File: src/rtl/mux2x1_arbiter.sv
// Two-requester round-robin arbiter driving a registered 2:1 data mux.
// A hold limit forces handoff while the other side is waiting.
module mux2x1_arbiter #(
   parameter int unsigned DATA_W   = 8,
   parameter int unsigned MAX_HOLD = 16
) (
   input  logic              clk,
   input  logic              rst,
   input  logic              req1,
   input  logic              req2,
   input  logic [DATA_W-1:0] in1,
   input  logic [DATA_W-1:0] in2,
   output logic              grant1,
   output logic              grant2,
   output logic              select,
   output logic [DATA_W-1:0] out,
   output logic              out_valid
);

   typedef enum logic [1:0] {StIdle, StGnt1, StGnt2} state_e;

   localparam logic [7:0] HoldMax = 8'(MAX_HOLD - 1);

   state_e            state_q, state_d;
   logic [7:0]        hold_q, hold_d;
   logic              last_q, last_d;  // 1: requester 2 was served last
   logic              sel_q, sel_d;
   logic [DATA_W-1:0] out_q, out_d;
   logic              valid_q, valid_d;

   always_comb begin
      state_d = state_q;
      hold_d  = hold_q;
      last_d  = last_q;
      sel_d   = sel_q;
      case (state_q)
         StIdle: begin
            if (req1 && (!req2 || last_q)) state_d = StGnt1;
            else if (req2)                 state_d = StGnt2;
         end
         StGnt1: begin
            if (req2 && (!req1 || hold_q == HoldMax)) state_d = StGnt2;
            else if (!req1)                            state_d = StIdle;
         end
         StGnt2: begin
            if (req1 && (!req2 || hold_q == HoldMax)) state_d = StGnt1;
            else if (!req2)                            state_d = StIdle;
         end
         default: state_d = StIdle;
      endcase

      // Entry into a grant (including a direct switch) restarts the hold count.
      if (state_d == StGnt1 && state_q != StGnt1) begin
         hold_d = 8'd0;
         last_d = 1'b0;
         sel_d  = 1'b0;
      end else if (state_d == StGnt2 && state_q != StGnt2) begin
         hold_d = 8'd0;
         last_d = 1'b1;
         sel_d  = 1'b1;
      end else if (state_d == state_q && state_q != StIdle && hold_q != HoldMax) begin
         hold_d = hold_q + 8'd1;
      end
   end

   always_comb begin
      out_d   = out_q;
      valid_d = 1'b0;
      if (state_q == StGnt1) begin
         out_d   = in1;
         valid_d = 1'b1;
      end else if (state_q == StGnt2) begin
         out_d   = in2;
         valid_d = 1'b1;
      end
   end

   always_ff @(posedge clk) begin
      if (rst) begin
         state_q <= StIdle;
         hold_q  <= 8'd0;
         last_q  <= 1'b1;
         sel_q   <= 1'b0;
         out_q   <= '0;
         valid_q <= 1'b0;
      end else begin
         state_q <= state_d;
         hold_q  <= hold_d;
         last_q  <= last_d;
         sel_q   <= sel_d;
         out_q   <= out_d;
         valid_q <= valid_d;
      end
   end

   assign grant1    = (state_q == StGnt1);
   assign grant2    = (state_q == StGnt2);
   assign select    = sel_q;
   assign out       = out_q;
   assign out_valid = valid_q;

endmodule

File: config.mk
export PLATFORM = sky130hd
export DESIGN_NAME = mux2x1_arbiter
export DESIGN_NICKNAME = d
export VERILOG_FILES = /design/src/rtl/mux2x1_arbiter.sv
export SDC_FILE = /design/constraint.sdc
export NUM_CORES = 1
export LEC_CHECK = 0
export ABC_AREA = 1
export BUFFER_PORTS_ARGS = -buffer_cell sky130_fd_sc_hd__clkbuf_2
export CORE_MARGIN = 2
export CORE_UTILIZATION = 46
export CTS_CLUSTER_SIZE = 28
export DETAILED_ROUTE_END_ITERATION = 10
export PLACE_DENSITY = 0.74
export SLEW_MARGIN = 20
export SYNTH_ARGS = -nofsm -noshare
export SYNTH_HDL_FRONTEND = slang
export SYNTH_SLANG_ARGS = --single-unit
File: constraint.sdc
create_clock -name clk -period 2 [get_ports clk]
set_input_delay 0.2 -clock clk [delete_from_list [all_inputs] [get_ports clk]]
set_output_delay 0.2 -clock clk [all_outputs]
set_load 0.05 [all_outputs]
# Word-level counts from Yosys, hierarchy flattened
# Cells that the tools add are included.
dict set report op_classes {
  add_sub_neg 1
  eq_ne 9
  muxes 13
  n_reduce_logical 18
}
# op count
set ops {}
lappend ops {{$mux 8} 2}
lappend ops {{$mux 2} 6}
lappend ops {{$add 8x1->8 const B} 1}
lappend ops {{$eq 8x4->1 const B} 1}
lappend ops {{$ne 8x4->1 const B} 1}
lappend ops {{$logic_and 1x1->1} 7}
lappend ops {{$pmux 2 s3} 1}
lappend ops {{$reduce_bool 2->1} 3}
lappend ops {{$eq 2x1->1 const B} 2}
lappend ops {{$eq 2x2->1 const B} 2}
lappend ops {{$mux 1} 4}
lappend ops {{$logic_or 1x1->1} 3}
lappend ops {{$reduce_or 3->1} 1}
lappend ops {{$eq 2x2->1} 1}
lappend ops {{$logic_not 1->1} 2}
lappend ops {{$logic_not 2->1} 1}
lappend ops {{$ne 2x1->1 const B} 1}
lappend ops {{$ne 2x2->1 const B} 1}
lappend ops {{$reduce_or 2->1} 1}
dict set report totals {
  register_bits 21
  in_bits 20
  out_inout_bits 12
  elab_cells 47
}

# Logic depth before layout (Yosys ltp)
# Gate-level depths: netlist of the first run.
dict set report depth {
  depth_word 9
  mapped_depth 15
  ltp_nobuf 14
}

# Least setup slack after synthesis of the first run
# OpenSTA, ideal clock, no wires.
dict set report synth_timing {
  kind {flip-flop to flip-flop}
  startpoint {register state_q[1]}
  endpoint {register hold_q[5]}
  setup_ns 0.115
  t_arrival_ns 2.216
  required_ns 1.885
  setup_slack_ns -0.331
  stages_incl_launch_ff 16
  path_buffers 2
  period_less_slack_ns 2.331
  path_cell_list {dfxtp_1 inv_1 ha_1 buf_4 inv_2 nor3_1 nand2_1 nand3_2 nand2_2 nand2_1 nand2_1 nor2_4 buf_6 nand3_1 nand2_1 nor2_1}
}
dict set report synth_via {
  word_cells_on_any_way 21
  cone_classes {7 x eq/ne; 7 x mux; 7 x reduce/logical}
}
# item line
set synth_rtl {}
lappend synth_rtl {{from (decl)} 24} ;# state_e state_q, state_d;
lappend synth_rtl {{from (signal assigned)} 80} ;# state_q <= StIdle;
lappend synth_rtl {{from (signal assigned)} 87} ;# state_q <= state_d;
lappend synth_rtl {{$eq 2x1->1 *} -}
lappend synth_rtl {{via grant1} 13} ;# output logic grant1,
lappend synth_rtl {{$pmux 2 s3 *} 36} ;# case (state_q)
lappend synth_rtl {{$eq 2x1->1, or another cell as far along} 53} ;# if (state_d == StGnt1 && state_q != StGnt1) begin
lappend synth_rtl {{$logic_and 1x1->1 (on tied branches)} {53, 57, 61}}
lappend synth_rtl {{$reduce_or 3->1 (no source line) / $logic_and 1x1->1 (equally long branches)} -}
lappend synth_rtl {{to (signal assigned)} 88} ;# hold_q <= hold_d;
lappend synth_rtl {{to (decl)} 25} ;# logic [7:0] hold_q, hold_d;
# The timed path passes the listed nets; every way through them passes the cells marked *.
# A chain may end at the register's enable or synchronous reset.

# Final worst setup path of the first run
dict set report layout_timing {
  startpoint {register hold_q[0]}
  endpoint {register hold_q[0]}
}
dict set report layout_via {
  elab_chain_len 8
  word_cells_on_any_way 18
  cone_classes {1 x add/sub; 5 x eq/ne; 3 x mux; 9 x reduce/logical}
}
# item line
set layout_lines {}
lappend layout_lines {{$eq 8x4->1} {42, 46}}
lappend layout_lines {{$logic_or 1x1->1 (on tied branches)} {46, 42}}
lappend layout_lines {{$logic_and 1x1->1 (on tied branches)} {46, 42}}
lappend layout_lines {{$mux 2 (on tied branches)} {46, 42}}
lappend layout_lines {{$pmux 2 s3} 36}
lappend layout_lines {{$eq 2x1->1, or another cell as far along} 53}
lappend layout_lines {{$logic_and 1x1->1 (on tied branches)} {53, 57, 61}}
lappend layout_lines {{$reduce_or 3->1 (no source line) / $logic_and 1x1->1 (equally long branches)} -}
# Parallel ways exist; a longest one is shown, timed or not.

==> results of run 1 <==
-- registers in the layout, indices dropped and copies added (netlist names) --
name       count
select         1
out_valid      1
out            8
hold_q         8
state_q        2
last_q         1
-- Yosys cell counts --
cell type / count / area, sq um
buf_6: 1 / 11.26
ha_1: 5 / 62.56
o21bai_1: 1 / 7.510
inv_2: 2 / 7.510
clkinv_1: 1 / 3.750
a21oi_1: 25 / 125.1
a21oi_2: 1 / 8.760
nor2_2: 1 / 6.260
nand3_1: 16 / 80.08
nand3_2: 2 / 20.02
clkinv_2: 1 / 5.000
nand2_2: 4 / 25.02
nor2_4: 2 / 22.52
inv_1: 17 / 63.81
nand3b_1: 1 / 7.510
nand4_1: 2 / 12.51
nand2_1: 33 / 123.9
xnor2_1: 1 / 8.760
nor2_1: 18 / 67.56
clkbuf_1: 1 / 3.750
nor3_1: 3 / 15.01
o21ai_1: 2 / 10.01
buf_4: 1 / 7.510
dfxtp_1: 21 / 420.4
o21ai_0: 9 / 45.04
xor2_1: 2 / 17.52
-- cell families (layout without fill, tap and decap cells) --
kind of cell	Yosys count	in the layout	share of synthesized area, %
buf+inv	24	63	8.631
flops	21	21	35.37
xor+xnor	3	3	2.211
fa+ha+maj	5	5	5.263
compound gates	38	38	16.53
simple gates	82	82	32.00
-- routing by layer --
| metal | track usage, % | vias to the layer above |
|---|---|---|
| met1 | 21.52 | 569 |
| li1 | - | 650 |
| met2 | 37.90 | 29 |
| met3 | 6.831 | 2 |
| met5 | 0 | - |
| met4 | 2.500 | 0 |
-- what timing repair did --
action | 4_1_cts | 5_1_grt
setup buffers | 1 | 0
hold buffers | 0 | 0
gates resized for setup | 1 | 14
setup endpoints to repair | 8 | 8
pin swaps | 2 | 1
gates cloned | 0 | 1
-- critical path, stage by stage (launching register included) --
cell      delay, ns
dfxtp_2        0.40
ha_4           0.17
nand3_4        0.11
o21bai_4       0.14
nand2_1        0.08
a21oi_2        0.19
nand2_2        0.09
nand2_2        0.09
nand2_1        0.06
nand2_2        0.08
nor2_4         0.04
buf_12         0.14
a21oi_1        0.14
nor2_1         0.07
-- where the power goes --
group	total, mW	leakage, nW	internal (mW)	switching (mW)
Sequential	0.537	0.174	0.485	0.0521
Clock	0.213	0.0139	0.0763	0.137
Combinational	0.679	0.518	0.219	0.460
-- worst min-delay path by stage --
stage          from         end  slack (ns)
2_1_floorplan   rst   out_valid        0.27
3_3_place_gp    rst   out_valid        0.43
3_5_place_dp    rst   out_valid        0.43
4_1_cts         rst   out_valid        0.08
5_1_grt         rst   out_valid        0.08
6_report        rst  state_q[0]        0.09
-- cell type report --
cell class,instances,area [sq um]
well taps,30,37.54
inverters,21,81.33
repair buffers,37,212.7
clock buffers,3,22.52
multi-input cells,128,740.7
fillers,218,919.6
repair inverters,1,7.507
flip-flops and latches,21,425.4
clock inverters,1,7.507
==> impl_metrics.py, run 1 <==
metrics = {
    "outcome": {
        "status": "finished clean",
    },
    "routing": {
        "wl_per_cell_um": 11.52,
        "final_antenna_net_count": 0,
        "wl_met1_um": 1196,
        "drcViolationCount": 0,
        "viasPerCell": 5.165,
        "drt_wl_total_um": 2789,
        "drt_iter0_markers": 14,
        "wl_met2_um": 1434,
        "wl_met3_um": 143,
        "vias": 1250,
        "drt-pass1-iter-count": 4,
        "top_layer": "met4",
    },
    "cells_and_area": {
        "area_delta_synth_final_pct": 29.16,
        "stdcell_count": 242,
        "drive_gt1_share_pct": 32.08,
        "final_common_cell": "nand2_1",
        "fin_util_pct": 62.54,
        "design_area_sq_mm": 0.001535,
        "final_nets": 238,
        "final_cell_mix": "nand2_1, clkbuf_2, a21oi_1",
        "n_antenna_cell": 0,
    },
    "floorplan": {
        "die_height_um": 54.84,
        "start_util_pct": 48.42,
        "coreArea_sq_mm": 0.002455,
        "io_pins": 32,
        "row_count": 18,
        "dieArea_sq_mm": 0.003007,
        "die_x_um": 54.84,
    },
    "run": {
        "drv_cap": 0,
    },
    "synth": {
        "synth_cells": 173,
        "ys_seq_elements": 21,
        "synth_seq_area_share_pct": 35.37,
        "synth_area_sq_mm": 0.001189,
        "ys_types": 26,
        "avgSynthCellArea_sq_um": 6.871,
        "syn_nets": 198,
        "yosysWarnings": 0,
    },
    "timing": {
        "whs_ns": 0.08635,
        "period_minus_slack_ns": 1.901,
        "fin_ws_ns": 0.09888,
        "worstMarginPinSlew_ns": 0.2850,
        "rsz0062_at_grt": "no",
        "fmax_mhz": 526.0,
        "final.setup.tns_ns": 0,
        "finalCritPeriodShare_pct": 95.06,
        "slew_headroom_pct": 81.08,
        "timing.final.max_slew_violations": 0,
        "skew_ns": 0.006169,
        "setup_viol": 0,
        "hold_viol_final": 0,
    },
    "setup_path": {
        "crit_path_end": "hold_q[0]",
        "path_max_fanout": 15,
        "r2r-end": "hold_q[0]",
        "ff2ff_path_depth": 13,
        "worstSetupPathType": "reg -> reg",
        "start_kind": "flip-flop",
        "endpoint_kind": "flip-flop",
        "reg2reg_slack_ns": 0.1,
        "critPathArrivalTime_ns": 2.11,
        "critPathLaunch": "hold_q[0]",
        "required_ns": 2.21,
        "reg2reg_from": "hold_q[0]",
    },
    "hold_path": {
        "hold_path_depth": 2,
        "hp-class": "in -> reg",
    },
    "power_and_ir_drop": {
        "power_mw": 1.429,
        "p_per_area_mw_per_mm2": 930.6,
        "worst_ir_drop_vdd_mv": 0.6993,
        "total_leakage_power_nw": 0.7056,
    },
    "clock_network": {
        "path_clk_slew_ns": 0.12,
        "cts_buffer_depth": 2,
        "cts_tree": "yes",
        "numCtsBuffers": 3,
        "root_buffer": "clkbuf_4",
        "clkSinkCount": 21,
        "cts_htree_levels": 1,
        "clock_latency_ns": 0.31,
    },
    "placement": {
        "place.detailed.hpwl_um": 2160,
        "numPortBuffers": 31,
        "dp.cells": 236,
        "gp_congestion": 0.9653,
        "pre_cts_ws_ns": -0.04597,
        "placed_area_sq_mm": 0.001421,
    },
    "global_routing": {
        "grt_pass1_wl_um": 4436,
        "antenna_found_initial": 0,
        "grt_usage_pct": 19.98,
        "grt_overflow_total": 0,
        "grt_pass1_vias": 1113,
        "grt_max_degree": 16,
    },
}
No activity file was read; power rests on OpenSTA's default activity.
==> run 2, diff against run 1 <==
- CORE_UTILIZATION: 46 -> 51
- PLACE_DENSITY: 0.74 -> 0.78
- clock period: 2 -> 1.8 ns (I/O delays scaled with it)
==> run 2 against run 1 <==
Compared with the run above: the flow now finishes with violations (setup timing); via count is 9.8% higher; sequential power is 10% higher; highest routed layer unchanged; clock-buffer cell count stayed put; clock skew is 0.0043 ns lower; critical path depth is 2 lower; final cell count is 7.0% higher; hold slack worse by 0.035 ns; design area is 16% higher; largest cell class unchanged.
==> impl_metrics.py, run 2 (synthesized netlist as in run 1, its figures left out) <==
metrics = {
    "setup_path": {
        "slowest_delay_ns": 0.44,
        "path_buf_inv": 2,
        "r2r-end": "hold_q[0]",
        "start_kind": "flip-flop",
        "crit_chain": "inv_4 > ha_1 > a21oi_1 > nand3_2 > nand3_1 > nand2_2 > nor2_4 > buf_12 > nand3_1 > nand2_1 > nor2_1",
        "reg2reg_slack_ns": -0.06,
        "slowest_stage": "dfxtp_4",
        "ff2ff_path_depth": 11,
        "path_max_fanout": 8,
        "endpoint_kind": "flip-flop",
        "critPathArrivalTime_ns": 2.08,
        "critPathTopFamily": "simple AND/OR/NAND/NOR gates",
        "required_ns": 2.02,
        "cp_common_cell": "nand3_1",
        "worstSetupPathType": "reg -> reg",
        "reg2reg_from": "state_q[1]",
    },
    "clock_network": {
        "cts_tree": "yes",
        "root_buffer": "clkbuf_4",
        "cts_hold_buf": 0,
        "cts_buffer_depth": 2,
        "path_clk_slew_ns": 0.12,
        "numCtsBuffers": 3,
        "clkSinkCount": 21,
        "clock_latency_ns": 0.31,
        "cts_htree_levels": 1,
    },
    "power_and_ir_drop": {
        "intPower_uw": 969.7,
        "switching_power_uw": 804.7,
        "p_comb_share_pct": 53.3,
        "seqPwrFrac_pct": 33.4,
        "pwr-share-clk_pct": 13.3,
        "p_per_area_mw_per_mm2": 994.5,
        "power_mw": 1.774,
        "p_sw_share_pct": 45.35,
        "worst_ir_drop_vdd_mv": 0.8402,
        "total_leakage_power_nw": 0.8301,
    },
    "floorplan": {
        "row_count": 17,
        "io_pins": 32,
        "dieArea_sq_mm": 0.002733,
        "coreArea_sq_mm": 0.002212,
        "start_util_pct": 53.73,
        "die_height_um": 52.28,
        "die_x_um": 52.28,
    },
    "cells_and_area": {
        "final_nets": 257,
        "nFillCells": 153,
        "final_cell_mix": "clkbuf_2, nand2_1, buf_4",
        "n_antenna_cell": 0,
        "fin_util_pct": 80.66,
        "final_common_cell": "clkbuf_2",
        "design_area_sq_mm": 0.001784,
        "drive_gt1_share_pct": 47.62,
        "area_delta_synth_final_pct": 50.11,
    },
    "placement": {
        "gp_congestion": 0.8007,
        "numPortBuffers": 31,
        "place.detailed.hpwl_um": 2397,
        "placed_area_sq_mm": 0.001577,
    },
    "timing": {
        "period_minus_slack_ns": 1.860,
        "worstMarginPinSlew_ns": 0.2792,
        "finalCritPeriodShare_pct": 103.3,
        "fin_ws_ns": -0.05994,
        "slew_headroom_pct": 81.37,
        "skew_ns": 0.001916,
        "rsz0062_at_grt": "yes",
        "fmax_mhz": 537.7,
        "setup_viol": 8,
        "final.setup.tns_ns": -0.2403,
        "timing.final.max_slew_violations": 0,
        "hold_viol_final": 0,
    },
    "routing": {
        "drt_wl_total_um": 3452,
        "vias": 1373,
        "drt-pass1-iter-count": 4,
        "final_antenna_net_count": 0,
        "drcViolationCount": 0,
        "wl_per_cell_um": 13.33,
        "drt_iter0_markers": 26,
        "viasPerCell": 5.301,
    },
    "global_routing": {
        "antenna_found_initial": 0,
        "grt_max_degree": 16,
        "grt_pass1_wl_um": 5244,
        "grt_overflow_total": 0,
        "grt_usage_pct": 25.59,
        "grt_pass1_vias": 1271,
    },
    "run": {
        "drv_cap": 0,
    },
    "hold_path": {
        "hold_path_depth": 2,
        "hp-class": "in -> reg",
        "worstHoldStart": "rst",
        "hold_end": "state_q[1]",
    },
    "outcome": {
        "status": "complete, but fails checks",
        "violations": "setup timing",
    },
}
## run 2: cell count changes in the layout (fill, tap and decap cells not counted), sizes merged
cell / before / now
buf: 6 / 24
clkinv: 1 / 4
clkinvlp: 2 / 0
clkbuf: 34 / 35
inv: 20 / 19
## run 2: worst max-delay path by stage
stage / from / endpoint / slack, ns / cells past startpoint
detailed placement: hold_q[1] / hold_q[6] / -0.07 / 12
global placement: hold_q[1] / hold_q[3] / -0.003 / 14
finish: state_q[1] / hold_q[0] / -0.06 / 11
CTS: hold_q[0] / hold_q[2] / -0.02 / 11
floorplan: state_q[1] / hold_q[5] / -0.03 / 15
global route: hold_q[5] / hold_q[0] / -0.14 / 15
## run 2: stage by stage
stage          std cells  hold WS (ns)  setup slack (ns)
2_1_floorplan        173        0.2427          -0.03171
3_3_place_gp         248        0.3806         -0.003480
3_5_place_dp         248        0.3826          -0.06907
4_1_cts              252       0.04392          -0.01679
5_1_grt              259       0.04222           -0.1448
6_report             259       0.05112          -0.05994
## run 2: cell type report
class / instances / area, sq um / area share (%)
well taps: 28 / 35.03 / 1.964
inverters: 21 / 91.34 / 5.119
flip-flops and latches: 21 / 431.7 / 24.19
clock inverters: 1 / 5.005 / 0.2805
repair inverters: 1 / 5.005 / 0.2805
multi-input cells: 128 / 820.8 / 46.00
repair buffers: 56 / 372.9 / 20.90
clock buffers: 3 / 22.52 / 1.262
## run 2: worst reg2reg max path, cell delays in order (launching register included)
cell and delay [ns]:
dfxtp_4 0.44, inv_4 0.07, ha_1 0.21, a21oi_1 0.19, nand3_2 0.13, nand3_1 0.11
nand2_2 0.08, nor2_4 0.18, buf_12 0.15, nand3_1 0.08, nand2_1 0.08, nor2_1 0.04
## run 2: power groups by stage
| stage | sequential (mW) | combinational, mW | clock, mW |
|---|---|---|---|
| finish | 0.593 | 0.946 | 0.236 |
| CTS | 0.592 | 0.817 | 0.241 |
| floorplan | 0.748 | 0.411 | 0 |
| global placement | 0.591 | 0.774 | 0 |
| detailed placement | 0.596 | 0.802 | 0 |
| global route | 0.600 | 1.02 | 0.258 |
## run 2: what timing repair did
item                                    4_1_cts  5_1_grt
endpoints found under the setup margin        8        9
buffers inserted                              0        5
resized for setup                            10       21
pin swaps                                     9       15
cloned                                        0        2
## run 2: layer usage
metal	share of wire, %	track usage [%]	vias to the layer above
li1	-	-	688
met1	41	28.14	644
met2	54	49.58	35
met3	3.8	4.000	6
met4	1.3	7.692	0
met5	0	0	-
